$ cat src/rtl/reg_file_scoreboard.sv
// Register file with write-to-read bypass and per-register pending-write counters.
// Decode reads two operands; an operand with an outstanding write raises stall.
module reg_file_scoreboard_rdport #(
    parameter int WIDTH  = 32,
    parameter int ADDR_W = 5,
    parameter int PEND_W = 2
) (
    input  logic [2**ADDR_W-1:0][WIDTH-1:0]  mem_i,
    input  logic [2**ADDR_W-1:0][PEND_W-1:0] pend_i,
    input  logic                             wr_act_i,
    input  logic [ADDR_W-1:0]                wr_addr_i,
    input  logic [WIDTH-1:0]                 wr_data_i,
    input  logic [ADDR_W-1:0]                rd_addr_i,
    input  logic                             use_i,
    output logic [WIDTH-1:0]                 rd_data_o,
    output logic                             busy_o,
    output logic                             stall_o
);
    logic hit;

    assign hit       = wr_act_i && (wr_addr_i == rd_addr_i);
    assign rd_data_o = (rd_addr_i == '0) ? '0 : (hit ? wr_data_i : mem_i[rd_addr_i]);
    // The last outstanding write retiring now is already visible via the bypass.
    assign busy_o    = (pend_i[rd_addr_i] != '0) && !(hit && pend_i[rd_addr_i] == PEND_W'(1));
    assign stall_o   = use_i && busy_o;
endmodule

module reg_file_scoreboard #(
    parameter int WIDTH  = 32,
    parameter int ADDR_W = 5,
    parameter int PEND_W = 2
) (
    input  logic              clk,
    input  logic              rst_n,
    input  logic [ADDR_W-1:0] rd_addr_a,
    input  logic [ADDR_W-1:0] rd_addr_b,
    input  logic              use_a,
    input  logic              use_b,
    output logic [WIDTH-1:0]  rd_data_a,
    output logic [WIDTH-1:0]  rd_data_b,
    output logic              busy_a,
    output logic              busy_b,
    output logic              stall,
    input  logic              rsv_en,
    input  logic [ADDR_W-1:0] rsv_addr,
    input  logic              wr_en,
    input  logic [ADDR_W-1:0] wr_addr,
    input  logic [WIDTH-1:0]  wr_data,
    output logic              err
);
    localparam int DEPTH = 2**ADDR_W;
    localparam int NUM_LANES = 2;
    localparam logic [PEND_W-1:0] PEND_MAX = {PEND_W{1'b1}};

    logic [DEPTH-1:0][WIDTH-1:0]  mem_q;
    logic [DEPTH-1:0][PEND_W-1:0] pend_q, pend_d;
    logic [DEPTH-1:0]             ovf, unf;
    logic                         err_q, err_d;
    logic                         wr_act, rsv_act;

    logic [NUM_LANES-1:0][ADDR_W-1:0] rd_addr;
    logic [NUM_LANES-1:0]             rd_use, rd_busy, rd_stall;
    logic [NUM_LANES-1:0][WIDTH-1:0]  rd_data;

    // Gating with rst_n keeps the bypass dark while reset is held.
    assign wr_act  = rst_n && wr_en  && (wr_addr  != '0);
    assign rsv_act = rst_n && rsv_en && (rsv_addr != '0);

    always_comb begin
        pend_d = pend_q;
        ovf    = '0;
        unf    = '0;
        for (int r = 1; r < DEPTH; r++) begin
            if (rsv_act && rsv_addr == ADDR_W'(r) && !(wr_act && wr_addr == ADDR_W'(r))) begin
                if (pend_q[r] == PEND_MAX) ovf[r] = 1'b1;
                else                       pend_d[r] = pend_q[r] + 1'b1;
            end else if (wr_act && wr_addr == ADDR_W'(r) && !(rsv_act && rsv_addr == ADDR_W'(r))) begin
                if (pend_q[r] == '0) unf[r] = 1'b1;
                else                 pend_d[r] = pend_q[r] - 1'b1;
            end
        end
        err_d = err_q | (|ovf) | (|unf);
    end

    always_ff @(posedge clk or negedge rst_n) begin
        if (!rst_n) begin
            mem_q  <= '0;
            pend_q <= '0;
            err_q  <= 1'b0;
        end else begin
            pend_q <= pend_d;
            err_q  <= err_d;
            if (wr_act) mem_q[wr_addr] <= wr_data;
        end
    end

    assign rd_addr = {rd_addr_b, rd_addr_a};
    assign rd_use  = {use_b, use_a};

    for (genvar l = 0; l < NUM_LANES; l++) begin : g_rd
        reg_file_scoreboard_rdport #(
            .WIDTH(WIDTH), .ADDR_W(ADDR_W), .PEND_W(PEND_W)
        ) u_rdport (
            .mem_i     (mem_q),
            .pend_i    (pend_q),
            .wr_act_i  (wr_act),
            .wr_addr_i (wr_addr),
            .wr_data_i (wr_data),
            .rd_addr_i (rd_addr[l]),
            .use_i     (rd_use[l]),
            .rd_data_o (rd_data[l]),
            .busy_o    (rd_busy[l]),
            .stall_o   (rd_stall[l])
        );
    end

    assign rd_data_a = rd_data[0];
    assign rd_data_b = rd_data[1];
    assign busy_a    = rd_busy[0];
    assign busy_b    = rd_busy[1];
    assign stall     = |rd_stall;
    assign err       = err_q;
endmodule

$ cat config.mk
export PLATFORM = sky130hd
export DESIGN_NAME = reg_file_scoreboard
export DESIGN_NICKNAME = d
export VERILOG_FILES = /design/src/rtl/reg_file_scoreboard.sv
export SDC_FILE = /design/constraint.sdc
export NUM_CORES = 2
export LEC_CHECK = 0
export CORE_MARGIN = 4
export CORE_UTILIZATION = 50
export CTS_BUF_LIST = sky130_fd_sc_hd__clkbuf_16
export DETAILED_ROUTE_END_ITERATION = 7
export GPL_TIMING_DRIVEN = 0
export HOLD_SLACK_MARGIN = 0.12
export PLACE_DENSITY_LB_ADDON = 0.08
export SYNTH_ARGS = -nofsm -noshare
export SYNTH_HDL_FRONTEND = slang
export SYNTH_SLANG_ARGS = --single-unit
$ cat constraint.sdc
create_clock -name clk -period 2.09 [get_ports clk]
set_clock_uncertainty 0.05 [all_clocks]
set_input_delay 0.209 -clock clk [delete_from_list [all_inputs] [get_ports clk]]
set_output_delay 0.209 -clock clk [all_outputs]
set_load 0.1 [all_outputs]
==> results.sh <==
export IMPL_outcome="finished, violations left"
export IMPL_violations="negative setup slack"
export IMPL_worst_setup_path_end_kind="output pin"
export IMPL_pre_cts_ws_ns=-4.39
export IMPL_irDropWorstVdd_v=0.000718
export IMPL_hold_viol_final=0
export IMPL_die_w_um=357
export IMPL_cts_buffers=121
export IMPL_rrSetupSlack_ns=0.33
export IMPL_p_leak_nw=31.8
export IMPL_cp_required_ns=1.83
export IMPL_syn_cell_area_um2=60900
export IMPL_avgSynthCellArea_um2=14.7
export IMPL_vias=41837
export IMPL_start_kind="register"
export IMPL_drv_cap=0
export IMPL_synth_nets=4252
export IMPL_ios=126
export IMPL_yosysSeqAreaShare_pct=44.7
export IMPL_die_height_um=357
export IMPL_clock_root_buffer="clkbuf_16"
export IMPL_slew_viol_final=0
export IMPL_grt_pass1_vias=41988
export IMPL_synthDistinctLibCells=58
export IMPL_min_period_ns=3.19
export IMPL_start_util_pct=50.6
export IMPL_fmax_mhz=314
export IMPL_worstSetupPathType="reg -> out"
export IMPL_synthFlopType="dfrtp_1"
export IMPL_route_detailed_drc=0
export IMPL_arrival_ns=2.93
export IMPL_wl_met3_um=21400
export IMPL_drtPass1Iterations=5
export IMPL_core_rowCount=127
export IMPL_highest_layer="met5"
export IMPL_ys_warn_count=0
export IMPL_rsz0062_at_grt="yes"
export IMPL_wl_met2_um=99400
export IMPL_die_area_um2=127000
export IMPL_cts_htree_levels=3
export IMPL_grt_pass1_wl_um=317000
export IMPL_vias_per_cell=6.74
export IMPL_grt_max_degree=175
export IMPL_setup_viol=200
export IMPL_synthCells=4132
export IMPL_max_clock_path_buffers=3
export IMPL_path_clk_slew_ns=0.07
export IMPL_core_area_um2=120000
export IMPL_wl_per_cell_um=36.3
export IMPL_postRouteAntennaNets=0
export IMPL_drive_gt1_share_pct=52.5
export IMPL_gp_congestion=0.906
export IMPL_drtIter0Drc=4153
export IMPL_setup_slack_ns=-1.10
export IMPL_io_buffer_count=116
export IMPL_wl_met1_um=89700
export IMPL_cts_sinks=1087
export IMPL_antenna_found_initial=9
export IMPL_worstHoldPathType="in -> async"
export IMPL_finish_utilization_pct=60.4
export IMPL_worstPathMaxFanout=3
export IMPL_synth_async_sr_flop_share_pct=100
export IMPL_slew_headroom_pct=33.2
export IMPL_grt_overflow=0
export IMPL_fill_cells=9492
export IMPL_finalCritPeriodShare_pct=152
export IMPL_cts_tree="yes"
export IMPL_worst_pin_slew_ns=1.00
export IMPL_synth_edf_count=0
export IMPL_clkLatencyLatePin_ns=0.73
export IMPL_p_per_area_nw_per_um2=822
export IMPL_ys_seq_elements=1087
export IMPL_area_growth_pct=19.4
export IMPL_wirelength_um=225000
export IMPL_grtUsageTotal_pct=35.5
export IMPL_hpwl_um=152000
export IMPL_nets=4619
## final cells by class
cell class	instances	area, µm²	area share (%)
Timing Repair Buffer	249	2830	3.89
Inverter	99	377	0.518
Tap cell	1612	2020	2.77
Multi-Input combinational cell	2519	32900	45.3
Clock inverter	95	855	1.18
Sequential cell	1087	27200	37.5
Clock buffer	123	3080	4.23
Antenna cell	2	5.00	0.00688
Buffer	422	3410	4.69
## registers in the layout, summed over array words and instances (netlist names)
signal  count
pend_q     62
err         1
mem_q    1024
## synthesized netlist by cell type (3+ instances only)
| master | n | area, µm² |
|---|---|---|
| a211oi_1 | 32 | 240 |
| a21oi_1 | 65 | 325 |
| a22o_1 | 3 | 26.3 |
| a31oi_1 | 14 | 87.6 |
| and2_1 | 8 | 50.1 |
| and3_1 | 9 | 56.3 |
| buf_1 | 18 | 67.6 |
| buf_2 | 175 | 876 |
| buf_4 | 13 | 97.6 |
| buf_6 | 10 | 113 |
| clkbuf_1 | 210 | 788 |
| clkinv_1 | 30 | 113 |
| dfrtp_1 | 1087 | 27200 |
| ha_1 | 62 | 776 |
| inv_1 | 68 | 255 |
| mux2_1 | 143 | 1610 |
| mux2_2 | 856 | 9640 |
| mux2i_1 | 75 | 751 |
| mux4_2 | 633 | 14300 |
| nand2_1 | 145 | 544 |
| nand2b_1 | 40 | 250 |
| nand3_1 | 23 | 115 |
| nand4_1 | 8 | 50.1 |
| nor2_1 | 69 | 259 |
| nor2b_1 | 63 | 394 |
| nor3_1 | 5 | 25.0 |
| nor3b_1 | 3 | 22.5 |
| nor4_1 | 8 | 50.1 |
| nor4b_1 | 29 | 254 |
| o211ai_1 | 91 | 683 |
| o21ai_0 | 67 | 335 |
| o21bai_1 | 29 | 218 |
| xnor2_1 | 6 | 52.6 |
| xor2_1 | 4 | 35.0 |
## worst max-delay path, cell delays in order (launching register included)
cell	delay, ns
dfrtp_1	0.40
mux4_2	0.46
nor2b_1	0.15
a211oi_2	0.18
a21oi_1	0.06
o211ai_1	0.17
o211ai_1	0.41
buf_6	0.33
## metrics by stage
step                setup TNS (ns)  std cells  instance area [µm²]  total power, mW  hold slack [ns]
CTS                        -180.74       6185                72200             59.7            0.157
detailed placement        -2611.24       5868                65100             37.4            0.163
global placement                 -       5860                64900             36.2            0.403
finish                      -91.85       6208                72700             59.7            0.163
floorplan                   -55.73       4132                61700             33.7           -0.137
global route               -125.44       6207                72700             61.6            0.187
## cells in the final DEF, fill, tap and decap left out, types with 12 or more instances in the layout
master and count:
dfrtp_1 1056, mux2_2 856, mux4_2 633, mux2_1 141, clkbuf_1 138, buf_4 133, clkbuf_16 131, buf_6 120
nand2_1 102, o211ai_1 91, inv_1 85, mux2i_1 74, o21ai_0 67, buf_2 66, clkinv_1 56, a21oi_1 51
buf_12 47, ha_1 45, nor2b_1 41, nand2b_1 36, clkdlybuf4s50_1 36, clkbuf_2 34, nand2_2 34, nor2_4 32
dfrtp_2 31, nor2_1 29, o21bai_1 29, clkinv_2 25, nor2b_4 21, buf_8 21, a211oi_2 17, clkbuf_4 15
nand3_1 15, bufinv_16 15, clkbuf_8 14, nor4b_1 14, ha_2 14, a21oi_2 13, a211oi_4 12
## kinds of logic (layout without fill, tap and decap cells)
family,count (synthesis),after routing,synth area share [%]
AO/OA/AOI/OAI,322,322,3.46
AND/OR/NAND/NOR,418,418,3.52
other,0,2,0
XOR/XNOR,10,10,0.144
adder cells (fa/ha/maj),62,62,1.27
flip-flops,1087,1087,44.7
multiplexers,1707,1707,43.1
buffers and inverters,526,988,3.82
## per-layer routing
| layer | vias to the layer above | GRT usage (%) |
|---|---|---|
| met5 | - | 0.830 |
| met4 | 8 | 18.0 |
| met3 | 616 | 10.2 |
| met2 | 2061 | 52.4 |
| met1 | 22543 | 48.2 |
| li1 | 16609 | - |
## timing repair
| action | in CTS | in global routing |
|---|---|---|
| hold buffers | 15 | 1 |
| cloned | 10 | 2 |
| setup endpoints to repair | 1123 | 427 |
| pin swaps | 129 | 48 |
| endpoints found under the hold margin | 618 | 205 |
| resized for setup | 1020 | 97 |
| buffers inserted | 78 | 21 |
## power breakdown
part	total, mW	internal [mW]	switching [mW]
clock network	21.7	12.4	9.30
logic	12.6	6.27	6.35
registers	25.4	23.6	1.81
## worst paths after layout
kind,start,to,cells after the start
worst max-delay path,mem_q[415],rd_data_a[31],7
worst min-delay path,rst_n,mem_q[234],2
worst max register to register,pend_q[46],err,5
worst min register to register,mem_q[13],mem_q[13],1
max in group asynchronous,rst_n,mem_q[602],8
min in group clk,wr_addr[3],mem_q[255],4
No activity file was read; power rests on OpenSTA's default activity.
